<file path="config.mk">
export PLATFORM = sky130hd
export DESIGN_NAME = seq_ctrl
export DESIGN_NICKNAME = d
export VERILOG_FILES = /design/src/rtl/seq_ctrl.sv
export SDC_FILE = /design/constraint.sdc
export NUM_CORES = 1
export LEC_CHECK = 0
export CORE_ASPECT_RATIO = 1.75
export CORE_UTILIZATION = 60
export DETAILED_ROUTE_END_ITERATION = 8
export PLACE_DENSITY_LB_ADDON = 0.25
export SLEW_MARGIN = 5
export SYNTH_ARGS = -nofsm -noshare
export SYNTH_HDL_FRONTEND = slang
export SYNTH_SLANG_ARGS = --single-unit
</file>
<file path="constraint.sdc">
create_clock -name clock -period 4.3 [get_ports clock]
set_clock_uncertainty 0.2 [all_clocks]
set_input_delay 0.86 -clock clock [delete_from_list [all_inputs] [get_ports clock]]
set_output_delay 0.86 -clock clock [all_outputs]
set_load 0.02 [all_outputs]
</file>
<file path="src/rtl/seq_ctrl.sv">
// Simon Says game sequencer: grows a pseudo-random 2-bit sequence in memory,
// plays it back on the display and checks player presses against readback.
module seq_ctrl #(
  parameter int         MAX_LEN     = 11,
  parameter int         SHOW_CYCLES = 4,
  parameter int         GAP_CYCLES  = 2,
  parameter logic [7:0] LFSR_SEED   = 8'hA5
) (
  input  logic       clock,
  input  logic       reset_n,
  input  logic       start,
  input  logic       btn_valid,
  input  logic [1:0] btn_num,
  output logic [3:0] mem_address,
  output logic       mem_rw,
  output logic [1:0] mem_wdata,
  input  logic [1:0] mem_rdata,
  output logic       show_valid,
  output logic [1:0] show_num,
  output logic [3:0] level,
  output logic       busy,
  output logic       win,
  output logic       lose
);

  localparam int TMAX = (SHOW_CYCLES > GAP_CYCLES) ?
                        SHOW_CYCLES : GAP_CYCLES;
  localparam int TW = (TMAX > 1) ? $clog2(TMAX) : 1;
  localparam logic [TW-1:0] SHOW_LD = TW'(SHOW_CYCLES - 1);
  localparam logic [TW-1:0] GAP_LD  = TW'(GAP_CYCLES - 1);
  localparam logic [3:0]    LAST    = 4'(MAX_LEN - 1);

  typedef enum logic [3:0] {
    S_IDLE, S_GEN, S_PLAY_RD, S_PLAY_WAIT, S_SHOW,
    S_GAP, S_IN_RD, S_INPUT, S_WIN, S_LOSE
  } state_t;

  state_t        state;
  logic [7:0]    lfsr;
  logic [7:0]    lfsr_nxt;
  logic [3:0]    len;
  logic [3:0]    idx;
  logic [TW-1:0] timer;

  // x^8+x^6+x^5+x^4+1, shifting toward the MSB
  assign lfsr_nxt = {lfsr[6:0],
                     lfsr[7] ^ lfsr[5] ^ lfsr[4] ^ lfsr[3]};

  function automatic logic [3:0] lvl(input logic [3:0] n);
    return (n == 4'd15) ? 4'd15 : n + 4'd1;
  endfunction

  always_ff @(posedge clock or negedge reset_n) begin
    if (!reset_n) begin
      state       <= S_IDLE;
      lfsr        <= LFSR_SEED;
      len         <= '0;
      idx         <= '0;
      timer       <= '0;
      mem_address <= '0;
      mem_rw      <= 1'b0;
      mem_wdata   <= '0;
      show_valid  <= 1'b0;
      show_num    <= '0;
      level       <= '0;
      busy        <= 1'b0;
      win         <= 1'b0;
      lose        <= 1'b0;
    end else begin
      lfsr   <= lfsr_nxt;
      mem_rw <= 1'b0;
      unique case (state)
        S_IDLE, S_WIN, S_LOSE: begin
          if (start) begin
            win         <= 1'b0;
            lose        <= 1'b0;
            len         <= '0;
            idx         <= '0;
            busy        <= 1'b1;
            level       <= 4'd1;
            mem_rw      <= 1'b1;
            mem_address <= '0;
            mem_wdata   <= lfsr_nxt[1:0];
            state       <= S_GEN;
          end
        end
        S_GEN: begin
          idx         <= '0;
          mem_address <= '0;
          state       <= S_PLAY_RD;
        end
        S_PLAY_RD: state <= S_PLAY_WAIT;
        S_PLAY_WAIT: begin
          show_valid <= 1'b1;
          show_num   <= mem_rdata;
          timer      <= SHOW_LD;
          state      <= S_SHOW;
        end
        S_SHOW: begin
          if (timer == '0) begin
            show_valid <= 1'b0;
            show_num   <= '0;
            timer      <= GAP_LD;
            state      <= S_GAP;
          end else begin
            timer <= timer - 1'b1;
          end
        end
        S_GAP: begin
          if (timer != '0) begin
            timer <= timer - 1'b1;
          end else if (idx == len) begin
            idx         <= '0;
            mem_address <= '0;
            state       <= S_IN_RD;
          end else begin
            idx         <= idx + 4'd1;
            mem_address <= idx + 4'd1;
            state       <= S_PLAY_RD;
          end
        end
        S_IN_RD: state <= S_INPUT;
        S_INPUT: begin
          // readback for idx is stable here because the address is held
          if (btn_valid) begin
            if (btn_num != mem_rdata) begin
              lose  <= 1'b1;
              busy  <= 1'b0;
              state <= S_LOSE;
            end else if (idx != len) begin
              idx         <= idx + 4'd1;
              mem_address <= idx + 4'd1;
              state       <= S_IN_RD;
            end else if (len == LAST) begin
              win   <= 1'b1;
              busy  <= 1'b0;
              state <= S_WIN;
            end else begin
              len         <= len + 4'd1;
              level       <= lvl(len + 4'd1);
              mem_rw      <= 1'b1;
              mem_address <= len + 4'd1;
              mem_wdata   <= lfsr_nxt[1:0];
              state       <= S_GEN;
            end
          end
        end
        default: state <= S_IDLE;
      endcase
    end
  end

endmodule
</file>
After elaboration in Yosys (flattened, before gate mapping)
Cells that the tools add are included.
{"block": "word_totals", "regBits": 39, "in_bits": 8, "word_cells": 131}
{"block": "classes", "addsub": 4, "n_eq_ne": 28, "n_mux": 65, "bitwise_logic": 3, "reduce_logical": 17}
{"cell": "$mux W4", "count": 25}
{"cell": "$pmux W4 S4", "count": 2}
{"cell": "$pmux W4 S8", "count": 1}
{"cell": "$reduce_and A6 Y1", "count": 4}
{"cell": "$ne A2 B2 Y1 const B", "count": 11}
{"cell": "$mux W1", "count": 18}
{"cell": "$eq A4 B3 Y1 const B", "count": 4}
{"cell": "$eq A4 B4 Y1 const B", "count": 4}
{"cell": "$mux W2", "count": 8}
{"cell": "$pmux W4 S2", "count": 2}
{"cell": "$add A4 B1 Y4 const B", "count": 3}
{"cell": "$pmux W1 S2", "count": 5}
{"cell": "$ne A3 B3 Y1 const B", "count": 3}
{"cell": "$eq A4 B2 Y1 const B", "count": 2}
{"cell": "$pmux W2 S2", "count": 2}
{"cell": "$reduce_and A4 Y1", "count": 2}
{"cell": "$pmux W2 S3", "count": 1}
{"cell": "$reduce_bool A2 Y1", "count": 3}
{"cell": "$reduce_and A5 Y1", "count": 1}
{"cell": "$eq A4 B1 Y1 const B", "count": 1}
{"cell": "$eq A4 B4 Y1", "count": 1}
{"cell": "$logic_not A4 Y1", "count": 1}
{"cell": "$ne A4 B4 Y1", "count": 1}
{"cell": "$reduce_and A2 Y1", "count": 2}
{"cell": "other kinds (8)", "count": 10}

Logic depth before layout (Yosys ltp)
{"block": "depth", "ltp_word": 8, "depth_mapped": 8}

Worst setup path before layout
No wires, ideal clock.
{"block": "synth_timing", "path_kind": "input port to flip-flop", "startpoint": "input mem_rdata[1]", "endpoint": "register len[1]", "t_arrival_ns": 2.132, "required_time_ns": 3.973, "slack_ns": 1.840, "cell_stages": 6, "path_cell_list": "xor2_1 nor2_2 nand3_2 o31ai_4 buf_6 mux2_1"}
{"block": "synth_between", "elab_chain_len": 3}
{"element": "from (decl)", "line_no": "17", "source": "input logic [1:0] mem_rdata,"}
{"element": "$ne A2 B2 Y1", "line_no": "126", "source": "if (btn_num != mem_rdata) begin"}
{"element": "$ne A2 B2 Y1 (no line)"}
{"element": "$reduce_and A6 Y1 (no line)"}
{"element": "to (signal assigned)", "line_no": "139", "source": "len <= len + 4'd1;"}
{"element": "to (decl)", "line_no": "41", "source": "logic [3:0] len;"}
Every way passes these cells.
A chain may end at the register's enable or synchronous reset.

Final worst setup path
{"block": "layout_timing", "startpoint": "register state[1]", "endpoint": "register len[1]"}
{"block": "layout_between", "elab_chain_len": 4, "elab_cells_between_ends": 13, "cone_classes": "eq/ne (8); mux (1); reduce/logical (4)"}
{"element": "from (decl)", "line_no": "38", "source": "state_t state;"}
{"element": "from (signal assigned)", "line_no": "55", "source": "state <= S_IDLE;"}
{"element": "from (signal assigned)", "line_no": "84", "source": "state <= S_GEN;"}
{"element": "from (signal assigned)", "line_no": "90", "source": "state <= S_PLAY_RD;"}
{"element": "$eq A4 B4 Y1 or $logic_not A4 Y1 (tied branches)", "line_no": "72", "source": "unique case (state)"}
{"element": "$reduce_or A3 Y1", "line_no": "72"}
{"element": "$ne A2 B2 Y1 (no line) or $reduce_bool A2 Y1 (tied branches)"}
{"element": "$reduce_and A6 Y1 (no line)"}
Several ways; a longest one is shown, not always the timed one.

==> results.py <==
metrics = {
    "run_status": {
        "outcome": "finished clean",
    },
    "synthesis": {
        "syn_avg_cell_area_sq_um": 10.4,
        "ys_seq_elements": 39,
        "synthesis.instances": 205,
        "yosysSeqAreaShare_pct": 45.9,
        "synth-edff-count": 0,
        "ys_async_sr_fraction_pct": 100,
        "ys_types": 51,
        "yosys_warnings": 0,
        "netlist_area_sq_um": 2140,
        "syn_nets": 219,
        "synthFlopType": "dfrtp_1",
    },
    "floorplanning": {
        "fp.coreArea_sq_um": 3400,
        "die_h_um": 81.0,
        "die_area_sq_um": 3820,
        "initial_core_util_pct": 62.9,
        "num_rows": 28,
        "io-pin-count": 25,
        "die_x_um": 47.1,
    },
    "timing": {
        "fin_crit_sh_pct": 69.9,
        "setup_slack_ps": 1300,
        "tns_ps": 0,
        "max_freq_mhz": 333,
        "finalSetupViolCount": 0,
        "period_minus_slack_ps": 3000,
        "slew_violations": 0,
        "hold_slack_ps": 161,
        "hold_violations": 0,
        "relSlewSlack_pct": 44.7,
        "worst_pin_slew_ps": 830,
        "rsz0062_at_grt": "no",
    },
    "worst_setup_path": {
        "reg2regPathDepth": 5,
        "startpoint_type": "flop",
        "worst-path-max-fanout": 11,
        "arrival_ps": 2990,
        "crit_chain": "inv_1 -> nor3_2 -> nand3_2 -> o31ai_4 -> mux2_1",
        "cp-end-kind": "flop",
        "rr_endpoint": "len[1]",
        "critPathCapture": "len[1]",
        "slowest_delay_ps": 670,
        "critPathRequiredTime_ps": 4280,
        "critPathLaunch": "state[1]",
        "critPathKind": "flop to flop",
        "reg2reg_setup_slack_ps": 1300,
        "timing.rr.start": "state[1]",
        "cpMaxStageDelayCell": "nor3_2",
    },
    "detailed_routing": {
        "wl_per_cell_um": 16.6,
        "vias": 1637,
        "drc": 0,
        "drtAntennaViolNets": 0,
        "drt_iter0_drc": 48,
        "drt-total-wl_um": 4520,
        "dr.pass1.iters": 4,
        "via_per_inst": 6.02,
    },
    "global_route": {
        "grt_pass1_wl_um": 7410,
        "antenna_found_initial": 0,
        "grt_overflow_total": 0,
        "grt_pass1_vias": 1629,
        "grt_use_total_pct": 27.6,
        "grt_max_degree": 40,
    },
    "cts": {
        "cts_resized": 0,
        "cts_sinks": 39,
        "postCtsSetupBuffers": 0,
        "clock_latency_ps": 300,
        "cts_tree": "yes",
        "post_cts_hold_buffer_count": 0,
        "cts_root_buf": "clkbuf_8",
        "cts_buffers": 5,
        "clk_pin_slew_ps": 80,
        "ctsHtreeMaxLevel": 2,
        "clockBufferDepth": 2,
    },
    "run": {
        "drv_cap": 0,
    },
    "power_and_ir_drop": {
        "cellPowerDensity_nw_per_um2": 284,
        "vdd_drop_max_v": 0.000241,
        "cellLeakagePower_nw": 1.07,
    },
    "layout": {
        "fillers": 260,
        "seqCellArea_sq_um": 981,
        "drive_gt1_share_pct": 11.5,
        "fin_util_pct": 72.9,
        "diodes": 0,
        "nets": 240,
        "synthToLayoutAreaGrowth_pct": 15.9,
        "multi_input_area_sq_um": 1040,
    },
    "placement": {
        "dp_hpwl_um": 3310,
        "pre_cts_ws_ps": 1050,
        "io_buffers": 24,
        "place_congestion": 1.00,
    },
    "hold_path": {
        "worstHoldPathType": "flop to flop",
    },
}
[power breakdown]
part	leakage, nW	internal [mW]	switching, mW
combinational	0.530	0.00926	0.0172
clock	0.0548	0.175	0.135
sequential	0.481	0.368	0.000372
[cells in the mapped netlist, types with 3 or more instances]
| library cell | n | area (sq um) |
|---|---|---|
| dfrtp_1 | 35 | 876 |
| xnor2_1 | 7 | 61.3 |
| mux2_1 | 12 | 135 |
| a21oi_1 | 6 | 30.0 |
| nand2_1 | 11 | 41.3 |
| inv_1 | 12 | 45.0 |
| xor2_1 | 8 | 70.1 |
| nand3_1 | 7 | 35.0 |
| dfstp_2 | 4 | 105 |
| buf_2 | 5 | 25.0 |
| and2_1 | 3 | 18.8 |
| mux2i_1 | 5 | 50.1 |
| nor2_1 | 11 | 41.3 |
| o21ai_0 | 21 | 105 |
| o31ai_1 | 3 | 22.5 |
| nor3_1 | 7 | 35.0 |
| ha_1 | 6 | 75.1 |
[stage by stage]
| stage | instances | power (mW) | instance area (sq um) |
|---|---|---|---|
| after detailed placement | 264 | 0.401 | 2360 |
| after global routing | 272 | 0.727 | 2480 |
| final | 272 | 0.704 | 2480 |
| after CTS | 272 | 0.708 | 2480 |
| after global placement | 264 | 0.400 | 2360 |
| after floorplan | 205 | 0.383 | 2140 |
[metal layers]
layer,track usage (%),up-vias,wire length [um]
met3,6.89,11,202
met1,30.1,804,1710
met2,48.5,62,2510
li1,-,760,-
met4,11.4,0,89
met5,0,-,0
[flip-flops by register name (all words and copies together), names as in the netlist]
register / cells
mem_rw: 1
level: 4
timer: 2
win: 1
state: 4
lfsr: 8
show_valid: 1
idx: 4
len: 4
busy: 1
lose: 1
mem_wdata: 2
show_num: 2
mem_address: 4
[worst max-delay path: cells and delay by family (launching register included)]
| family | cells | cell delay, ps |
|---|---|---|
| AOI/OAI and AO/OA | 1 | 600 |
| DFF | 1 | 570 |
| and+or+nand+nor | 2 | 900 |
| muxes | 1 | 390 |
| buffers and inverters | 1 | 220 |
[layout by cell type, fill, tap and decap left out, types with 2 or more instances in the layout]
cell,Yosys,layout
a21o_1,2,2
a21oi_1,6,6
a21oi_2,2,2
a221oi_1,2,2
and2_1,3,3
clkbuf_8,0,5
clkdlybuf4s50_1,0,23
dfrtp_1,35,35
dfstp_2,4,4
ha_1,6,6
inv_1,12,12
mux2_1,12,12
mux2i_1,5,5
nand2_1,11,11
nand3_1,7,7
nor2_1,11,11
nor2b_1,2,2
nor3_1,7,7
o21a_1,2,2
o21ai_0,21,21
o2bb2ai_1,2,2
o31ai_1,3,3
xnor2_1,7,7
xor2_1,8,8
[cell families (layout without fill, tap and decap cells)]
logic type      count (synthesis)  in the layout  synth area share (%)
simple gates                   53             53                  13.8
compound gates                 51             51                  16.2
flops                          39             39                  45.9
buf+inv                        23             45                  5.38
mux                            18             18                  9.19
xor+xnor                       15             15                  6.14
fa+ha+maj                       6              6                  3.51
[final cells by class]
type | instances | area share, %
Timing Repair Buffer | 24 | 9.49
Clock inverter | 3 | 1.87
Multi-Input combinational cell | 143 | 42.0
Tap cell | 45 | 2.27
Inverter | 13 | 1.97
Sequential cell | 39 | 39.6
Clock buffer | 5 | 2.78
[worst min path at each step]
stage | from | depth (start not counted) | end
6_report | lfsr[6] | 0 | lfsr[7]
3_5_place_dp | lfsr[1] | 0 | lfsr[2]
3_3_place_gp | lfsr[6] | 0 | lfsr[7]
4_1_cts | lfsr[6] | 0 | lfsr[7]
5_1_grt | lfsr[6] | 0 | lfsr[7]
2_1_floorplan | lfsr[1] | 0 | lfsr[2]
No activity file was read; power rests on OpenSTA's default activity.
